<file path="config.mk">
export PLATFORM = sky130hd
export DESIGN_NAME = yolo_cls_filter
export DESIGN_NICKNAME = d
export VERILOG_FILES = /design/src/rtl/yolo_cls_filter.sv
export SDC_FILE = /design/constraint.sdc
export NUM_CORES = 1
export LEC_CHECK = 0
export BUFFER_PORTS_ARGS = -buffer_cell sky130_fd_sc_hd__buf_2
export CORE_MARGIN = 5
export CORE_UTILIZATION = 55
export DETAILED_ROUTE_END_ITERATION = 6
export GPL_TIMING_DRIVEN = 1
export PLACE_DENSITY_LB_ADDON = 0.2
export SETUP_SLACK_MARGIN = 0.2
export SLEW_MARGIN = 20
export SYNTH_ARGS = -nofsm -noshare
export SYNTH_HDL_FRONTEND = slang
export SYNTH_SLANG_ARGS = --single-unit
</file>
<file path="constraint.sdc">
create_clock -name clk -period 3.4 [get_ports clk]
set_input_delay 0.68 -clock clk [delete_from_list [all_inputs] [get_ports clk]]
set_output_delay 0.68 -clock clk [all_outputs]
set_load 0.01 [all_outputs]
</file>
<file path="src/rtl/yolo_cls_filter.sv">
// Per-cell score threshold filter for the YOLO head: tags each comparator result with its
// grid (x, y), keeps cells above a frame-latched threshold and buffers them in a FWFT FIFO.
module yolo_cls_filter #(
    parameter int GRID_W     = 13,
    parameter int GRID_H     = 13,
    parameter int COORD_W    = 4,
    parameter int FIFO_DEPTH = 16
) (
    input  logic                   clk,
    input  logic                   rst,
    input  logic                   start,
    input  logic [7:0]             thresh,
    input  logic                   in_valid,
    input  logic [7:0]             in_score,
    input  logic [1:0]             in_class,
    output logic                   out_valid,
    input  logic                   out_ready,
    output logic [2*COORD_W+9:0]   out_data,
    output logic                   busy,
    output logic                   frame_done,
    output logic [7:0]             det_count,
    output logic                   overflow
);
    localparam int DW = 2*COORD_W + 10;
    localparam int AW = $clog2(FIFO_DEPTH);
    localparam logic [COORD_W-1:0] X_LAST    = COORD_W'(GRID_W - 1);
    localparam logic [COORD_W-1:0] Y_LAST    = COORD_W'(GRID_H - 1);
    localparam logic [COORD_W-1:0] COORD_ONE = COORD_W'(1);
    localparam logic [AW:0]        PTR_ONE   = (AW+1)'(1);

    typedef enum logic [1:0] {IDLE, RUN, FLUSH, DONE} state_t;

    state_t             state, state_nxt;
    logic [7:0]         thresh_q;
    logic [COORD_W-1:0] x, y;
    logic [DW-1:0]      mem [FIFO_DEPTH];
    logic [AW:0]        wr_ptr, rd_ptr;
    logic               empty, full, pop, push, pass, beat, last_cell;

    assign beat      = (state == RUN) && in_valid;
    assign pass      = beat && (in_score > thresh_q);
    assign last_cell = (x == X_LAST) && (y == Y_LAST);

    // Pointers carry an extra wrap bit so full and empty are told apart by comparison alone.
    assign empty = (wr_ptr == rd_ptr);
    assign full  = (wr_ptr[AW] != rd_ptr[AW]) && (wr_ptr[AW-1:0] == rd_ptr[AW-1:0]);
    assign pop   = !empty && out_ready;
    // A full buffer still takes a push when its head leaves in the same cycle.
    assign push  = pass && (!full || pop);

    assign out_valid = !empty;
    assign out_data  = empty ? '0 : mem[rd_ptr[AW-1:0]];

    always_comb begin
        state_nxt  = state;
        busy       = 1'b0;
        frame_done = 1'b0;
        case (state)
            IDLE:  if (start) state_nxt = RUN;
            RUN: begin
                busy = 1'b1;
                if (beat && last_cell) state_nxt = FLUSH;
            end
            FLUSH: begin
                busy = 1'b1;
                if (empty) state_nxt = DONE;
            end
            DONE: begin
                frame_done = 1'b1;
                state_nxt  = IDLE;
            end
            default: state_nxt = IDLE;
        endcase
    end

    // NOTE: state registers use non-blocking assignments so every flop samples pre-edge values.
    always_ff @(posedge clk or posedge rst) begin
        if (rst) state <= IDLE;
        else     state <= state_nxt;
    end

    always_ff @(posedge clk or posedge rst) begin
        if (rst) begin
            thresh_q  <= '0;
            x         <= '0;
            y         <= '0;
            det_count <= '0;
            overflow  <= 1'b0;
        end else if (state == IDLE && start) begin
            thresh_q  <= thresh;
            x         <= '0;
            y         <= '0;
            det_count <= '0;
            overflow  <= 1'b0;
        end else begin
            if (beat) begin
                if (x == X_LAST) begin
                    x <= '0;
                    y <= (y == Y_LAST) ? '0 : y + COORD_ONE;
                end else begin
                    x <= x + COORD_ONE;
                end
            end
            if (push && det_count != 8'hFF) det_count <= det_count + 8'd1;
            if (pass && !push)              overflow  <= 1'b1;
        end
    end

    always_ff @(posedge clk or posedge rst) begin
        if (rst) begin
            wr_ptr <= '0;
            rd_ptr <= '0;
        end else begin
            if (push) wr_ptr <= wr_ptr + PTR_ONE;
            if (pop)  rd_ptr <= rd_ptr + PTR_ONE;
        end
    end

    // NOTE: storage is not reset; the pointers alone define which entries are live.
    always_ff @(posedge clk) begin
        if (push) mem[wr_ptr[AW-1:0]] <= {y, x, in_class, in_score};
    end

endmodule
</file>
==> metrics.txt, run 1 <==
crit-path max FO=9; Setup crit end kind=primary output; clock slew seen by the registers of the worst setup and hold paths=0.06 ns; drt pass-1 iters=5; most used routing layer=met2; Hold Vio Cnt, Final=0; met3 GRT Util=0.0327; ant diodes=0; area of the multi-input gates=3380 sq um; cell-internal power=8.83 mW; Least-Margin Pin Slew=1.01 ns; Via-to-Cell Ratio=6.06; final WL=28800 um; pwr/cell area=795 nW/um^2; number of synthesized flops with an enable pin=288; placed cell count=1033; Sw Share=0.281; layout cell share with drive strength beyond 1=0.330; Leak=5.30 nW; CP arrival=2.68 ns; Non-Filler Instances=1104; largest net degree at the start of global routing=57; clock skew=0.0173 ns; Comb pwr share=0.327; r2r setup slk=0.54 ns; H-Tree Depth=1; num rows=56; crit path cell chain=buf_4, clkbuf_16, mux4_2, mux4_2, and2_1, buf_2; number of I/O pins=53; run status=complete, no violations; met2 Resource Use GR=0.388; number of global-route vias before repair=7199; fin crit period=3.36 ns; Seq pwr share=0.390; post-route setup slack=0.0448 ns; FF-to-FF End=mem[8][7]; total net switching power=3.45 mW; Clk pwr share=0.283; pre-CTS setup slack=0.293 ns; CTS tree=done; Initial Util=0.559; Seq/Total Area, Yosys=0.730; VDD IR max=0.510 mV; Num CTS Buffers=31; Tot GR Track Use=0.218; initial antenna violation count=0; Max Freq=298 MHz; Finished Cell Area=15400 sq um; drc violations=0; Critical Path RT=2.72 ns; fill cell count=1509; first-pass GRT wire length=43600 um; Max Cap Violations=0; Overflow after GRT=0; RR Startpoint=rd_ptr[0]; Sink Count=325; Final Cycle Share=0.987; Post-Syn Nets=704; final HPWL from detailed placement=16400 um; met1 usage=0.297; startpoint types=register; Syn. warnings=0; Gate Count Post-Synth=658; Skew-Pair Late Insertion Delay=0.55 ns; fin nets=807; HP Class=input port to asynchronous set/reset pin; Post-DRT Antenna Nets=0; die area=27100 sq um; Clock Tree Root=clkbuf_16; count of cell types in the netlist=43; crit-path most repeated cell=mux4_2; post-DR wirelength/cell=26.1 um; Die X=164 um; main flop type after synthesis=edfxtp_1; crit path kind=register to primary output; total power=12.3 mW; FF-to-FF path depth=10; final setup fails=0; PortBufs=52; Die Ht=164 um; number of synthesized register bits=325; initial DRC count=438; final slew viol count=0; register area=9580 sq um; synthesized cell area=13100 sq um; P&R area growth vs syn=17.7%; Clock Path Buffers=3; Worst path slowest cell=mux4_2; Mean Syn Cell Area=19.9 sq um; core area=23500 sq um; worst stage delay on the critical path=0.51 ns; share of flip-flops with an asynchronous set or reset=0.114; placed cell area=14000 sq um; routed via count=6685; gpl congestion=0.826; Worst slew margin=0.325; RSZ-0062 raised after global routing=true
state kept, by name, indices dropped and copies added (netlist names):
signal	flops
state	2
rd_ptr	5
thresh_q	8
wr_ptr	5
x	4
mem	288
det_count	8
y	4
overflow	1
metal layers:
layer / wire [um] / vias up
met5: 0 / -
met2: 15000 / 247
li1: - / 2889
met3: 1900 / 31
met4: 345 / 0
met1: 11600 / 3518
repair_timing:
item / in CTS / in global routing
endpoints found under the setup margin: 18 / 18
resized for setup: 14 / 17
hold buffers: 0 / 0
setup buffers: 6 / 1
gates cloned: 4 / 3
hold endpoints to repair: 0 / 0
pin swaps: 0 / 2
cell usage in the layout, fill, tap and decap left out, drive strengths merged, types with 7 or more instances in the layout:
master / count
a21oi: 18
and2: 22
and3: 18
buf: 98
clkbuf: 38
clkinv: 12
dfrtp: 37
edfxtp: 288
ha: 23
inv: 20
mux4: 90
nand2: 20
nand3: 7
nor2: 9
o21ai: 16
xnor2: 10
cells by family after synthesis:
logic type,synth area share
AO/OA/AOI/OAI,0.0231
AND/OR/NAND/NOR,0.0443
multiplexers,0.157
XOR/XNOR,0.00868
buffers and inverters,0.0155
flip-flops,0.730
adder cells (fa/ha/maj),0.0219
cells in the mapped netlist (3+ instances only):
master / count / share of area
edfxtp_1: 288 / 0.66
mux4_2: 90 / 0.15
dfrtp_1: 37 / 0.071
ha_1: 23 / 0.022
and2_1: 22 / 0.010
inv_1: 20 / 0.0057
nand2_1: 20 / 0.0057
a21oi_1: 18 / 0.0069
and3_1: 18 / 0.0086
clkbuf_1: 17 / 0.0049
o21ai_0: 16 / 0.0061
buf_2: 10 / 0.0038
xnor2_1: 10 / 0.0067
nor2_1: 9 / 0.0026
nand3_1: 7 / 0.0027
nand4_1: 5 / 0.0024
buf_1: 4 / 0.0011
or4_1: 4 / 0.0023
nor2b_1: 3 / 0.0014
nor3_1: 3 / 0.0011
o31ai_1: 3 / 0.0017
or3_1: 3 / 0.0014
xor2_1: 3 / 0.0020
critical path: cells and delay by family, from the launching register on:
kind | cells | cell delay [ns]
mux | 2 | 0.98
buf+inv | 3 | 0.51
flops | 1 | 0.44
simple gates | 1 | 0.20
worst max-delay path by stage:
| stage | start | end | slack, ns | cells past startpoint |
|---|---|---|---|---|
| 6_report | rd_ptr[0] | out_data[17] | 0.04 | 6 |
| 5_1_grt | rd_ptr[0] | out_data[7] | -0.005 | 7 |
| 4_1_cts | rd_ptr[0] | out_data[11] | 0.04 | 7 |
| 3_5_place_dp | in_score[1] | mem[11][11] | 0.29 | 9 |
| 3_3_place_gp | in_score[1] | mem[12][10] | 0.39 | 9 |
| 2_1_floorplan | in_score[1] | mem[3][0] | 0.44 | 7 |
final cells by class:
| cell class | instances | share of cell area |
|---|---|---|
| inverters | 20 | 0.00486 |
| clock inverters | 22 | 0.0157 |
| clock buffers | 35 | 0.0512 |
| repair buffers | 101 | 0.0636 |
| well taps | 319 | 0.0258 |
| multi-input cells | 282 | 0.219 |
| flip-flops and latches | 325 | 0.620 |
metrics by stage:
stage / utilization / hold WS, ns / setup TNS, ns
detailed placement: 0.598 / 0.488 / 0
global route: 0.658 / 0.347 / -0.0140
finish: 0.658 / 0.288 / 0
global placement: 0.598 / 0.480 / 0
CTS: 0.651 / 0.294 / 0
floorplan: - / 0.449 / 0
power groups by stage:
| stage | Clock [mW] | Combinational [mW] | Sequential [mW] |
|---|---|---|---|
| floorplan | 0 | 2.37 | 4.79 |
| CTS | 3.52 | 3.71 | 4.79 |
| finish | 3.47 | 4.02 | 4.80 |
| global route | 3.72 | 4.32 | 4.82 |
| global placement | 0 | 3.26 | 4.85 |
| detailed placement | 0 | 3.33 | 4.88 |
Note: power is estimated with default switching activity, not from simulation.
==> inputs of run 2 (changes only) <==
- REMOVE_ABC_BUFFERS: not set -> 1
==> run 2 against run 1 <==
  * Clock skew hardly changed
  * First-iteration DRC count rose by 49%
  * Fmax up 0.57%
  * Non-clock buffer count shrank 2
  * Critical path type unchanged
  * Clock power rose by 5%
  * Core utilization hardly changed
  * Register-to-register slack improved by 0.05 ns
==> metrics.txt, run 2 (synthesized netlist as in run 1, its figures left out) <==
uppermost layer routed=met4; Leak=5.33 nW (+0.59%); r2r setup slk=0.59 ns (+0.05 ns); final setup fails=0 (unchanged); Clock Path Buffers=3 (unchanged); number of global-route vias before repair=7133 (-0.92%); Seq pwr share=0.382 (-0.008); Non-Filler Instances=1104 (unchanged); Final Cycle Share=0.981 (-0.00563); Tot GR Track Use=0.227 (+0.00819); drc violations=0 (unchanged); Via-to-Cell Ratio=6.09 (+0.57%); DR WL met3=2120 um (+12%); HP Class=input port to asynchronous set/reset pin; most frequent cells in the layout=edfxtp_1 (288), mux4_2 (90), buf_2 (41); area of the multi-input gates=3380 sq um (about the same); run status=complete, no violations; FF-to-FF path depth=10 (unchanged); initial DRC count=651 (+49%); post-route setup slack=0.0640 ns (+0.0192 ns); placed cell count=1033 (unchanged); crit path kind=register to primary output; VDD IR max=0.440 mV (-14%); core area=23500 sq um (unchanged); pwr/cell area=813 nW/um^2 (+2.2%); fin crit period=3.34 ns (-0.0192 ns); placed cell area=14000 sq um (-0.40%); Finished Cell Area=15500 sq um (about the same); Sink Count=325 (unchanged); Clk pwr share=0.289 (+0.006); CTS tree=done; wire length on met1=11700 um (+1.3%); Overflow after GRT=0 (unchanged); ant diodes=0 (unchanged); Comb pwr share=0.330 (+0.003); routed via count=6723 (+0.57%); Hold Vio Cnt, Final=0 (unchanged); gpl congestion=0.864 (+4.5%); drt pass-1 iters=5 (unchanged); met2 wire len=14800 um (-1.9%); Setup crit end kind=primary output; total net switching power=3.51 mW (+1.7%); Skew-Pair Late Insertion Delay=0.50 ns (-0.05 ns); clock slew seen by the registers of the worst setup and hold paths=0.06 ns (about the same); RSZ-0062 raised after global routing=true; initial antenna violation count=0 (unchanged); Die Ht=164 um (unchanged); startpoint types=register; num rows=56 (unchanged); Critical Path RT=2.72 ns (about the same); Die X=164 um (unchanged); clock skew=0.0173 ns (+0.0000638 ns); P&R area growth vs syn=17.7% (about the same); first-pass GRT wire length=44900 um (+2.8%); Least-Margin Pin Slew=1.01 ns (-0.00131 ns); Largest register FFs=288 (unchanged); number of I/O pins=53 (unchanged); RR Startpoint=rd_ptr[0]; fin nets=808 (+0.12%); Max Freq=300 MHz (+0.57%); die area=27100 sq um (unchanged); Max Cap Violations=0 (unchanged); FF-to-FF End=mem[10][10]; cell-internal power=9.05 mW (+2.4%); hold_buf cts=0 (unchanged); Clock Tree Root=clkbuf_16; final WL=29000 um (+0.52%); crit-path max FO=5 (-4); Post-DRT Antenna Nets=0 (unchanged); Initial Util=0.559 (unchanged); final slew viol count=0 (unchanged); CP arrival=2.66 ns (-0.02 ns); total negative slack=0 ns (unchanged); PortBufs=52 (unchanged); layout cell share with drive strength beyond 1=0.329 (-0.00127); Sw Share=0.280 (-0.00137); largest net degree at the start of global routing=77 (+35%); pre-CTS setup slack=0.303 ns (+0.0105 ns); Num CTS Buffers=34 (+9.7%); fill cell count=1529 (+1.3%); most common cell after layout, fill and taps aside=edfxtp_1; register area=9580 sq um (unchanged); Worst slew margin=0.325 (+0.000875); final HPWL from detailed placement=17200 um (+4.7%); H-Tree Depth=2 (+1); post-DR wirelength/cell=26.3 um (+0.52%)
==> run 2: cell types whose count changed in the layout (fill, tap and decap cells not counted), moves of 3 or more <==
cell,delta
and2_1,-3
and2_4,+3
clkbuf_16,+3
clkinv_1,+4
clkinvlp_4,-5
==> run 2: critical path, stage by stage, from the launching register on <==
cell	delay [ns]
dfrtp_4	0.50
buf_12	0.16
buf_12	0.13
buf_16	0.13
mux4_2	0.46
mux4_2	0.47
and2_1	0.17
buf_2	0.13
==> run 2: worst max path at each step <==
stage | from | to | slack, ns
after global routing | rd_ptr[0] | out_data[11] | 0.009
after floorplan | rd_ptr[0] | mem[3][0] | -2.56
after CTS | rd_ptr[0] | out_data[11] | 0.06
final | rd_ptr[0] | out_data[9] | 0.06
after detailed placement | in_score[1] | mem[10][14] | 0.30
after global placement | in_score[1] | mem[10][17] | 0.41
==> run 2: routing by layer <==
metal / up-vias / global-route usage
met5: - / 0
met4: 0 / 0.0442
met3: 35 / 0.0482
met2: 260 / 0.380
met1: 3541 / 0.316
li1: 2887 / -
==> run 2: area by class of cell <==
class,count,share of cell area
Inverter,20,0.00486
Multi-Input combinational cell,282,0.219
Clock inverter,17,0.00972
Tap cell,319,0.0258
Clock buffer,42,0.0611
Sequential cell,325,0.620
Timing Repair Buffer,99,0.0597
==> run 2: through the flow <==
step	hold WS, ns	util	power [mW]
after floorplan	0.449	-	7.19
after detailed placement	0.481	0.595	8.26
final	0.243	0.658	12.6
after global routing	0.300	0.658	13.1
after CTS	0.389	0.656	12.5
after global placement	0.480	0.595	8.18
==> run 2: power by group through the flow <==
stage | clock [mW] | combinational, mW | sequential [mW]
3_5_place_dp | 0 | 3.39 | 4.88
3_3_place_gp | 0 | 3.33 | 4.85
4_1_cts | 3.67 | 4.00 | 4.79
5_1_grt | 3.88 | 4.44 | 4.82
6_report | 3.63 | 4.14 | 4.79
2_1_floorplan | 0 | 2.01 | 5.18
==> run 2: timing repair <==
| action | 4_1_cts | 5_1_grt |
|---|---|---|
| setup buffers | 7 | 0 |
| gates cloned | 5 | 0 |
| endpoints found under the setup margin | 18 | 18 |
| resized for setup | 22 | 14 |
==> inputs of run 3 (changes only) <==
- CELL_PAD_IN_SITES_DETAIL_PLACEMENT: not set -> 1
- CELL_PAD_IN_SITES_GLOBAL_PLACEMENT: not set -> 2
- CORE_UTILIZATION: 55 -> 43
- PLACE_DENSITY_LB_ADDON: 0.2 -> 0.08
==> run 3 against run 2 <==
  * Die area increased by 26%
  * Fmax increased by 1.0%
  * Cell count rose by 8.2%
  * Via count is essentially flat
  * Critical endpoint is now out_data[6]
  * Wire length grew 9.3%
  * Register-to-register slack improved by 0.12 ns
  * Final area rose by 2.6%
  * First-iteration DRC count is 25% lower
  * Global-route usage shrank 3.7 points
  * Worst setup slack gained 0.034 ns
  * Core utilization decreased by 14 points
  * Non-clock buffer count rose by 11
==> metrics.txt, run 3 (synthesized netlist as in run 1, its figures left out) <==
run status=complete, no violations; worst setup path start=rd_ptr[0]; pwr/cell area=812 nW/um^2 (about the same); Critical path buffers and inverters=4 (unchanged); drc violations=0 (unchanged); most common cell after layout, fill and taps aside=edfxtp_1; area of the multi-input gates=3380 sq um (about the same); number of I/O pins=53 (unchanged); Largest register FFs=288 (unchanged); number of global-route vias before repair=7234 (+1.4%); final WL=31700 um (+9.3%); Initial Util=0.432 (-0.127); Clock Path Buffers=3 (unchanged); die area=34100 sq um (+26%); fin crit period=3.30 ns (-0.0344 ns); initial antenna violation count=0 (unchanged); Tot GR Track Use=0.189 (-0.0373); RSZ-0062 raised after global routing=true; crit path cell chain=buf_12, buf_12, clkbuf_16, mux4_2, mux4_2, and2_1, buf_2; routed via count=6721 (-0.030%); Final Cycle Share=0.971 (-0.0101); Leak=5.46 nW (+2.5%); Worst slew margin=0.475 (+0.150); fill cell count=2703 (+77%); final hold slack=0.261 ns (+0.0184 ns); Worst path slowest cell=dfrtp_4; clock slew seen by the registers of the worst setup and hold paths=0.06 ns (about the same); most frequent cells in the layout=edfxtp_1 (288), mux4_2 (90), clkbuf_16 (41), buf_2 (41), dfrtp_1 (35); initial DRC count=485 (-25%); num rows=64 (+14%); PortBufs=52 (unchanged); layout cell share with drive strength beyond 1=0.342 (+0.0130); Hold Vio Cnt, Final=0 (unchanged); final HPWL from detailed placement=18700 um (+8.6%); first-pass GRT wire length=47500 um (+5.9%); Overflow after GRT=0 (unchanged); Top delay family on crit path=multiplexers; HP Class=input port to asynchronous set/reset pin; clock skew=0.0108 ns (-0.00651 ns); CTS tree=done; largest net degree at the start of global routing=25 (-68%); Max Cap Violations=0 (unchanged); register area=9580 sq um (about the same); fin nets=822 (+1.7%); Least-Margin Pin Slew=0.787 ns (-0.224 ns); startpoint types=register; Via-to-Cell Ratio=5.62 (-7.6%); final slew viol count=0 (unchanged); crit-path max FO=6 (+1); Finished Cell Area=15800 sq um (+2.6%); Skew-Pair Late Insertion Delay=0.50 ns (about the same); worst stage delay on the critical path=0.49 ns (about the same); Num CTS Buffers=37 (+8.8%); total power=12.9 mW (+2.5%); gpl congestion=0.771 (-11%); VDD IR max=0.486 mV (+10%); final setup fails=0 (unchanged); Post-DRT Antenna Nets=0 (unchanged); drt pass-1 iters=4 (-1); Die Ht=185 um (+12%); core area=30300 sq um (+29%); Setup crit end kind=primary output; Critical Path RT=2.72 ns (about the same); P&R area growth vs syn=20.7%; Max Freq=303 MHz (+1.0%); RR Startpoint=rd_ptr[1]; Die X=185 um (+12%); ant diodes=0 (unchanged); Clock Tree Root=clkbuf_16; crit path kind=register to primary output; CP arrival=2.62 ns (-0.04 ns); placed cell area=14200 sq um (+1.7%); H-Tree Depth=2 (unchanged); Sink Count=325 (unchanged); post-DR wirelength/cell=26.5 um (+1.0%)
==> run 3: changes by cell type in the layout (fill, tap and decap cells not counted), moves of 2 or more <==
| cell | before | now |
|---|---|---|
| clkbuf_1 | 5 | 7 |
| clkinv_1 | 8 | 3 |
| clkbuf_16 | 37 | 41 |
| buf_12 | 9 | 17 |
==> run 3: final cells by class <==
cell class | instances | share of cell area
clock buffer | 46 | 0.0632
clock inverter | 16 | 0.0118
inverter | 20 | 0.00474
multi-input combinational | 282 | 0.213
sequential | 325 | 0.605
tap | 396 | 0.0313
timing repair buffer | 110 | 0.0711
==> run 3: final timing paths <==
check                      slack, ns  cells after the start           to
max                              0.1                      7  out_data[6]
min                             0.26                      2    wr_ptr[2]
max reg2reg                     0.71                      9    wr_ptr[4]
min reg2reg                     0.49                      1    wr_ptr[4]
max in group asynchronous       2.37                      3  thresh_q[6]
min in group clk                0.38                      3  thresh_q[0]
==> run 3: stage by stage <==
| stage | utilization | TNS [ns] | cells | setup slack (ns) |
|---|---|---|---|---|
| 6_report | 0.522 | 0 | 1195 | 0.0983 |
| 5_1_grt | 0.522 | 0 | 1195 | 0.0483 |
| 4_1_cts | 0.518 | 0 | 1193 | 0.0795 |
| 3_5_place_dp | 0.469 | 0 | 1116 | 0.316 |
| 3_3_place_gp | 0.469 | 0 | 1116 | 0.403 |
| 2_1_floorplan | - | -554.04 | 627 | -2.56 |
==> run 3: per-layer routing <==
| layer | up-vias | GRT usage | share of wire |
|---|---|---|---|
| li1 | 2920 | - | - |
| met1 | 3589 | 0.269 | 0.43 |
| met2 | 174 | 0.318 | 0.50 |
| met3 | 38 | 0.0259 | 0.049 |
| met4 | 0 | 0.0373 | 0.014 |
| met5 | - | 0 | 0 |
==> run 3: timing repair <==
item / in CTS / in global routing
buffers inserted: 10 / 0
setup endpoints to repair: 19 / 18
resized for setup: 14 / 17
hold buffers: 0 / 0
endpoints found under the hold margin: 0 / 0
gates cloned: 5 / 2
==> run 3: where the power goes <==
| part | total [mW] | switching, mW | internal, mW |
|---|---|---|---|
| combinational | 4.15 | 1.81 | 2.34 |
| clock | 3.88 | 1.49 | 2.39 |
| sequential | 4.84 | 0.250 | 4.59 |
